File: src/rtl/pe_pkg.sv
// Shared PE post-processing definitions: result/byte widths, packing geometry,
// saturation limits and the shift/ReLU/saturate requantizer.
package pe_pkg;

  localparam int DATA_WIDTH  = 8;
  localparam int PDATA_WIDTH = 16;
  localparam int PACK_NUM    = 6;
  localparam int WORD_WIDTH  = DATA_WIDTH * PACK_NUM;
  localparam int FIFO_DEPTH  = 4;
  localparam int BYTES_W     = 3;

  localparam logic signed [PDATA_WIDTH-1:0] SAT_MAX = PDATA_WIDTH'(127);
  localparam logic signed [PDATA_WIDTH-1:0] SAT_MIN = PDATA_WIDTH'(-128);

  function automatic logic signed [DATA_WIDTH-1:0] requantize(
    input logic signed [PDATA_WIDTH-1:0] res,
    input logic        [3:0]             shift,
    input logic                          relu
  );
    logic signed [PDATA_WIDTH-1:0] s;
    s = res >>> shift;
    if (relu && s[PDATA_WIDTH-1]) s = '0;
    if (s > SAT_MAX)      requantize = SAT_MAX[DATA_WIDTH-1:0];
    else if (s < SAT_MIN) requantize = SAT_MIN[DATA_WIDTH-1:0];
    else                  requantize = s[DATA_WIDTH-1:0];
  endfunction

endpackage

File: src/rtl/pe_result_packer_if.sv
// Output word stream of the result packer toward activation write-back.
interface pe_result_packer_if #(
  parameter int WORD_WIDTH = 48
);
  logic                  o_valid;
  logic [WORD_WIDTH-1:0] o_data;
  logic [2:0]            o_bytes;
  logic                  i_ready;

  modport master (output o_valid, o_data, o_bytes, input i_ready);
  modport slave  (input o_valid, o_data, o_bytes, output i_ready);
endinterface

File: src/rtl/pe_out_fifo.sv
// Synchronous FIFO with up to two pushes and one pop per cycle; the head is
// held in a register so it keeps its last value once the FIFO drains.
module pe_out_fifo #(
  parameter int W     = 51,
  parameter int DEPTH = 4,
  parameter int AW    = $clog2(DEPTH),
  parameter int CW    = $clog2(DEPTH + 1)
) (
  input  logic          i_clk,
  input  logic          i_rst_n,
  input  logic          push0,
  input  logic          push1,
  input  logic [W-1:0]  din0,
  input  logic [W-1:0]  din1,
  input  logic          pop,
  output logic [W-1:0]  dout,
  output logic [CW-1:0] count
);

  logic [W-1:0]  mem [DEPTH];
  logic [AW-1:0] wr_ptr, rd_ptr, rd_nxt;
  logic [CW-1:0] count_q, remain, count_nxt;
  logic [W-1:0]  dout_q, head_nxt;

  always_comb begin
    remain    = count_q - CW'(pop);
    count_nxt = remain + CW'(push0) + CW'(push1);
    rd_nxt    = rd_ptr + AW'(pop);
    head_nxt  = dout_q;
    // Surviving entries sit ahead of anything written this cycle.
    if (remain != '0)  head_nxt = mem[rd_nxt];
    else if (push0)    head_nxt = din0;
  end

  always_ff @(posedge i_clk or negedge i_rst_n) begin
    if (!i_rst_n) begin
      wr_ptr  <= '0;
      rd_ptr  <= '0;
      count_q <= '0;
      dout_q  <= '0;
    end else begin
      wr_ptr  <= wr_ptr + AW'(push0) + AW'(push1);
      rd_ptr  <= rd_nxt;
      count_q <= count_nxt;
      dout_q  <= head_nxt;
    end
  end

  always_ff @(posedge i_clk) begin
    if (push0) mem[wr_ptr] <= din0;
    if (push1) mem[wr_ptr + AW'(1)] <= din1;
  end

  assign dout  = dout_q;
  assign count = count_q;

endmodule

File: src/rtl/pe_result_packer.sv
// Requantizes PE partial sums to bytes and packs them into row-wide words.
// Optional ReLU honoured only when PE_PACK_RELU_EN is defined.
module pe_result_packer
  import pe_pkg::*;
#(
  parameter int DATA_WIDTH_P  = DATA_WIDTH,
  parameter int PDATA_WIDTH_P = PDATA_WIDTH
) (
  input  logic                            i_clk,
  input  logic                            i_rst_n,
  input  logic                            i_valid,
  input  logic [1:0]                      i_res_mask,
  input  logic signed [PDATA_WIDTH_P-1:0] i_result0,
  input  logic signed [PDATA_WIDTH_P-1:0] i_result1,
  input  logic [3:0]                      i_out_shift,
  input  logic                            i_relu,
  input  logic                            i_flush,
  output logic                            o_in_ready,
  output logic                            o_overflow,
  pe_result_packer_if.master              out_if
);

  localparam int FW = WORD_WIDTH + BYTES_W;
  localparam int CW = $clog2(FIFO_DEPTH + 1);

  logic relu_en;
`ifdef PE_PACK_RELU_EN
  assign relu_en = i_relu;
`else
  logic unused_relu;
  assign unused_relu = i_relu;
  assign relu_en     = 1'b0;
`endif

  logic [PACK_NUM-1:0][DATA_WIDTH_P-1:0] pack_buf_p0, pack_buf_nxt;
  logic [BYTES_W-1:0]                    byte_cnt_p0, cnt_nxt;
  logic                                  overflow_p0;
  logic signed [DATA_WIDTH_P-1:0]        qbyte [2];
  logic                                  take, push0, push1, pop;
  logic [FW-1:0]                         word0, word1, fifo_head;
  logic [CW-1:0]                         fifo_count;

  assign o_in_ready = (fifo_count <= CW'(FIFO_DEPTH - 2));
  assign take       = o_in_ready;
  assign qbyte[0]   = requantize(i_result0, i_out_shift, relu_en);
  assign qbyte[1]   = requantize(i_result1, i_out_shift, relu_en);

  always_comb begin
    pack_buf_nxt = pack_buf_p0;
    cnt_nxt      = byte_cnt_p0;
    push0        = 1'b0;
    push1        = 1'b0;
    word0        = '0;
    word1        = '0;
    // result0 lands first; a full word is emitted the moment it fills, so a
    // second byte spills into the next word within the same cycle.
    for (int k = 0; k < 2; k++) begin
      if (i_valid && take && i_res_mask[k]) begin
        pack_buf_nxt[cnt_nxt] = qbyte[k];
        cnt_nxt = cnt_nxt + 3'd1;
        if (cnt_nxt == BYTES_W'(PACK_NUM)) begin
          push0        = 1'b1;
          word0        = {BYTES_W'(PACK_NUM), pack_buf_nxt};
          pack_buf_nxt = '0;
          cnt_nxt      = '0;
        end
      end
    end
    if (i_flush && take && cnt_nxt != '0) begin
      if (!push0) begin
        push0 = 1'b1;
        word0 = {cnt_nxt, pack_buf_nxt};
      end else begin
        push1 = 1'b1;
        word1 = {cnt_nxt, pack_buf_nxt};
      end
      pack_buf_nxt = '0;
      cnt_nxt      = '0;
    end
  end

  // Stage 0: pack buffer, byte count and sticky overflow
  always_ff @(posedge i_clk or negedge i_rst_n) begin
    if (!i_rst_n) begin
      pack_buf_p0 <= '0;
      byte_cnt_p0 <= '0;
      overflow_p0 <= 1'b0;
    end else begin
      pack_buf_p0 <= pack_buf_nxt;
      byte_cnt_p0 <= cnt_nxt;
      if (i_valid && !take) overflow_p0 <= 1'b1;
    end
  end

  assign pop = out_if.o_valid & out_if.i_ready;

  pe_out_fifo #(
    .W     (FW),
    .DEPTH (FIFO_DEPTH)
  ) u_fifo (
    .i_clk   (i_clk),
    .i_rst_n (i_rst_n),
    .push0   (push0),
    .push1   (push1),
    .din0    (word0),
    .din1    (word1),
    .pop     (pop),
    .dout    (fifo_head),
    .count   (fifo_count)
  );

  assign out_if.o_valid = (fifo_count != '0);
  assign out_if.o_data  = fifo_head[WORD_WIDTH-1:0];
  assign out_if.o_bytes = fifo_head[FW-1:WORD_WIDTH];
  assign o_overflow     = overflow_p0;

endmodule

File: src/flat_wrapper.sv
// flat-port wrapper written by rule: the top's interface ports become plain ports
module pe_result_packer_flat import pe_pkg::*;
#(
  parameter int DATA_WIDTH_P  = DATA_WIDTH,
  parameter int PDATA_WIDTH_P = PDATA_WIDTH
)
  (i_clk, i_rst_n, i_valid, i_res_mask, i_result0, i_result1, i_out_shift, i_relu, i_flush, o_in_ready, o_overflow, out_if_o_valid, out_if_o_data, out_if_o_bytes, out_if_i_ready);
  pe_result_packer_if #(.WORD_WIDTH(48)) out_if_i ();
  input  logic i_clk;
  input  logic i_rst_n;
  input  logic i_valid;
  input  logic [1:0] i_res_mask;
  input  logic signed [PDATA_WIDTH_P-1:0] i_result0;
  input  logic signed [PDATA_WIDTH_P-1:0] i_result1;
  input  logic [3:0] i_out_shift;
  input  logic i_relu;
  input  logic i_flush;
  output logic o_in_ready;
  output logic o_overflow;
  output wire logic [$bits(out_if_i.o_valid)-1:0] out_if_o_valid;
  output wire logic [$bits(out_if_i.o_data)-1:0] out_if_o_data;
  output wire logic [$bits(out_if_i.o_bytes)-1:0] out_if_o_bytes;
  input wire logic [$bits(out_if_i.i_ready)-1:0] out_if_i_ready;
  assign out_if_o_valid = out_if_i.o_valid;
  assign out_if_o_data = out_if_i.o_data;
  assign out_if_o_bytes = out_if_i.o_bytes;
  assign out_if_i.i_ready = out_if_i_ready;
  pe_result_packer #(.DATA_WIDTH_P(DATA_WIDTH_P), .PDATA_WIDTH_P(PDATA_WIDTH_P)) u_core (.i_clk(i_clk), .i_rst_n(i_rst_n), .i_valid(i_valid), .i_res_mask(i_res_mask), .i_result0(i_result0), .i_result1(i_result1), .i_out_shift(i_out_shift), .i_relu(i_relu), .i_flush(i_flush), .o_in_ready(o_in_ready), .o_overflow(o_overflow), .out_if(out_if_i));
endmodule
File: config.mk
export PLATFORM = sky130hd
export DESIGN_NAME = pe_result_packer_flat
export DESIGN_NICKNAME = d
export VERILOG_FILES = /design/src/rtl/pe_pkg.sv /design/src/rtl/pe_result_packer_if.sv /design/src/rtl/pe_out_fifo.sv /design/src/rtl/pe_result_packer.sv /design/src/flat_wrapper.sv
export SDC_FILE = /design/constraint.sdc
export NUM_CORES = 1
export LEC_CHECK = 0
export CAP_MARGIN = 20
export CORE_ASPECT_RATIO = 0.7
export CORE_MARGIN = 2
export CORE_UTILIZATION = 45
export CTS_CLUSTER_DIAMETER = 120
export DETAILED_ROUTE_END_ITERATION = 7
export PLACE_DENSITY = 0.69
export SLEW_MARGIN = 20
export SYNTH_ARGS = -nofsm -noshare
export SYNTH_HDL_FRONTEND = slang
export SYNTH_SLANG_ARGS = --single-unit
File: constraint.sdc
create_clock -name i_clk -period 7.7 [get_ports i_clk]
set_clock_uncertainty 0.15 [all_clocks]
set_input_delay 1.925 -clock i_clk [delete_from_list [all_inputs] [get_ports i_clk]]
set_output_delay 1.925 -clock i_clk [all_outputs]
set_load 0.02 [all_outputs]
==> results.md <==
* Vias per cell at 6.91
* Power Density at 383 nW/µm²
* TritonRoute pass-1 iters at 6
* DRC violation count after routing at 0
* First-pass GRT wire length at 99900 µm
* Clk Latency, worst-skew pair at 0.62 ns
* Tot GR Track Use at 30.0%
* Final period util at 85.3%
* Layout area overhead at 14.0%
* Hold Buf Count CTS at 0
* Clock Tree Root: clkbuf_16
* Clock Pin Slew Worst Setup and Hold Paths at 0.07 ns
* Crit path from: i_valid
* Hold slack at 0.310 ns
* Worst R2R Start: u_core.byte_cnt_p0[0]
* Worst slew pin tran at 1.11 ns
* Post-synthesis cell count at 1787
* Syn nets at 1841
* # fillers at 3608
* Cts bufs inserted at 30
* Top_reg_cell synth: edfxtp_1
* TritonCTS clock tree: yes
* Kind of critical path: in -> reg
* RSZ-0062 raised after global routing: no
* PnR worst setup slack at 1.13 ns
* Area of the die at 43600 µm²
* Syn Std Cell Area at 18900 µm²
* Final Critical Period at 6.57 ns
* WL per Instance at 27.6 µm
* Critical Path Fanout Max at 27
* Logic gate share of total power at 50.5%
* Count of buffers from port buffering at 96
* Dpl cells at 2355
* Reg2reg path depth at 15
* Largest net degree at the start of global routing at 63
* RePlAce Congestion at 0.960
* Core box area at 41200 µm²
* Routed Wire Length at 66600 µm
* Post-layout net count at 1897
* Peak VDD IR at 0.000215 V
* # H-tree levels at 1
* Sink Count at 314
* Int Pwr at 0.00474 W
* Worst Path Required at 7.91 ns
* Die X at 249 µm
* Initial Utilization at 45.8%
* Antenna cells at 0
* Lkg Pwr at 7.84 nW
* Die Span Y at 175 µm
* Slew Limit Fails at 0
* Antenna violations before repair at 1
* NetSw at 0.00351 W
* Hold WC Path Type: reg -> reg
* Final setup TNS at 0 ns
* Max-cap violations at 0
* Final setup violation count at 0
* Vias at 16652
* Critical Path End: u_core.u_fifo.mem[2][14]
* Vias in the first global route at 16083
* Mapped Avg Cell Area at 10.6 µm²
* Flops & latches, synth at 314
* Post-synth EDFFs at 204
* Outcome: finished, final reports clean
* Data arrival, critical path at 6.78 ns
* Flop pwr share at 31.0%
* Clk pwr share at 18.5%
* Total number of yosys warnings at 0
* R2r setup slk at 2.01 ns
* Post-CTS setup buffers at 0
* I/O Pins at 98
* Startpoint Class: input pin
* FF-to-FF End: u_core.u_fifo.mem[2][14]
* DPL Wire Length at 43800 µm
* Remaining Overflow, GRT at 0
* Final non-filler cell total at 2411
* Post-synthesis async set-or-reset flop share at 35.0%
* Cell row count at 62
* CP Capture Type: flop
* DRT iter0 DRCs at 2412
* Pre-CTS WS at 0.763 ns
* Fmax at 0.152 GHz
* Hold Fails Final Rpt at 0
* Worst rel slew slack at 25.8%
* Post-synthesis sequential area ratio at 47.0%
* Switch share at 42.6%
* Layout cells sized above 1 at 14.0%
* Post-synth cell types at 97
* Antenna Nets Post-Route at 0
* Resized Gates After CTS at 0
* Share of the core filled with cells at 52.3%
* Clock tree buffer depth at 3
==> power groups by stage <==
| stage | clock network, W | logic, W | registers [W] |
|---|---|---|---|
| CTS | 0.00153 | 0.00408 | 0.00255 |
| finish | 0.00153 | 0.00417 | 0.00256 |
| global route | 0.00160 | 0.00445 | 0.00259 |
| global placement | 0 | 0.00399 | 0.00256 |
| detailed placement | 0 | 0.00406 | 0.00258 |
| floorplan | 0 | 0.00257 | 0.00266 |
==> worst max-delay path: stages <==
cell and delay (ns):
clkdlybuf4s50_1 0.64, nand2_1 0.23, nor2_1 0.14, buf_4 0.20, xnor2_1 0.22, inv_1 0.22
ha_1 0.30, nand2b_1 0.18, a211oi_1 0.46, nor3_2 0.24, o21ai_2 0.22, buf_4 0.43
clkinv_1 0.44, nand2_1 0.37, nand2_1 0.29, a22o_1 0.27
==> cells in the mapped netlist (6+ instances only) <==
cell type | n | area share [%]
dfrtp_1 | 110 | 15
nor3_1 | 18 | 0.48
nand2b_1 | 14 | 0.46
clkbuf_1 | 89 | 1.8
a31oi_1 | 38 | 1.3
a211o_1 | 7 | 0.32
mux4_2 | 73 | 8.7
a221oi_1 | 9 | 0.42
o21ai_0 | 193 | 5.1
inv_1 | 17 | 0.34
ha_1 | 8 | 0.53
a22o_1 | 18 | 0.84
o21ai_1 | 18 | 0.48
mux2i_1 | 55 | 2.9
nand3_1 | 21 | 0.56
o211ai_1 | 32 | 1.3
buf_2 | 32 | 0.85
a32oi_1 | 12 | 0.56
a21o_1 | 28 | 1.1
o31ai_1 | 6 | 0.24
a2bb2oi_1 | 12 | 0.56
edfxtp_1 | 204 | 32
o22ai_1 | 75 | 2.5
buf_1 | 7 | 0.14
a22oi_1 | 19 | 0.76
and2_1 | 21 | 0.70
a211oi_1 | 30 | 1.2
a21oi_1 | 77 | 2.0
nor2_1 | 180 | 3.6
and3_1 | 16 | 0.53
nor2b_1 | 8 | 0.27
o21a_1 | 12 | 0.48
buf_6 | 7 | 0.42
or3_1 | 26 | 0.86
nand2_1 | 143 | 2.8
mux2_2 | 21 | 1.3
==> final cells by class <==
type / count / area, µm² / share of cell area [%]
Timing Repair Buffer: 162 / 1500 / 6.96
Multi-Input combinational cell: 1314 / 9380 / 43.6
Tap cell: 544 / 681 / 3.16
Clock buffer: 44 / 883 / 4.10
Clock inverter: 12 / 121 / 0.564
Sequential cell: 314 / 8880 / 41.2
Inverter: 21 / 78.8 / 0.366
==> state kept, by name (all words and copies together), names as in the netlist <==
name,cells
u_core.o_overflow,1
u_core.u_fifo.wr_ptr,2
u_core.byte_cnt_p0,3
u_core.u_fifo.dout,51
u_core.u_fifo.rd_ptr,2
u_core.pack_buf_p0,48
u_core.u_fifo.count,3
u_core.u_fifo.mem,204
==> metrics by stage <==
step	power (W)	cell area, µm²
finish	0.00825	21500
floorplan	0.00523	18900
detailed placement	0.00664	20500
global placement	0.00655	20500
global route	0.00864	21500
CTS	0.00816	21500
==> kinds of logic (layout without fill, tap and decap cells) <==
logic type / count (synthesis) / count (layout) / share of synthesized area (%)
AOI/OAI and AO/OA: 668 / 668 / 23.5
xor gates and xnor gates: 8 / 8 / 0.371
adders and majority gates: 10 / 10 / 0.742
buffers and inverters: 159 / 239 / 3.82
DFF: 314 / 314 / 47.0
muxes: 149 / 149 / 12.9
and+or+nand+nor: 479 / 479 / 11.7
==> how the worst min path moves through the flow <==
stage | startpoint | endpoint | slack (ns) | cells after the start
2_1_floorplan | u_core.u_fifo.rd_ptr[0] | u_core.u_fifo.rd_ptr[0] | 0.33 | 1
3_3_place_gp | u_core.o_overflow | u_core.o_overflow | 0.29 | 1
3_5_place_dp | u_core.o_overflow | u_core.o_overflow | 0.30 | 1
4_1_cts | u_core.o_overflow | u_core.o_overflow | 0.31 | 1
5_1_grt | u_core.o_overflow | u_core.o_overflow | 0.35 | 1
6_report | u_core.o_overflow | u_core.o_overflow | 0.31 | 1
==> per-layer routing <==
metal	track usage, %	part of all wire [%]
met5	0	0
met4	10.1	3.8
met3	8.55	13
met2	44.8	43
met1	42.1	40
==> cell usage in the layout, fill, tap and decap left out, drive strengths merged, types with 16 or more instances in the layout <==
cell,n
a22oi,21
nor3,21
a21o,28
o21ai,213
nand3,21
o211ai,32
clkdlybuf4s50,94
nand2,143
and2,21
buf,68
or3,26
a211oi,35
mux2i,55
edfxtp,204
nor2,183
and3,16
a21oi,78
inv,19
a22o,18
clkbuf,44
o22ai,75
mux2,21
dfrtp,110
mux4,73
a31oi,40
No activity file was read; power rests on OpenSTA's default activity.
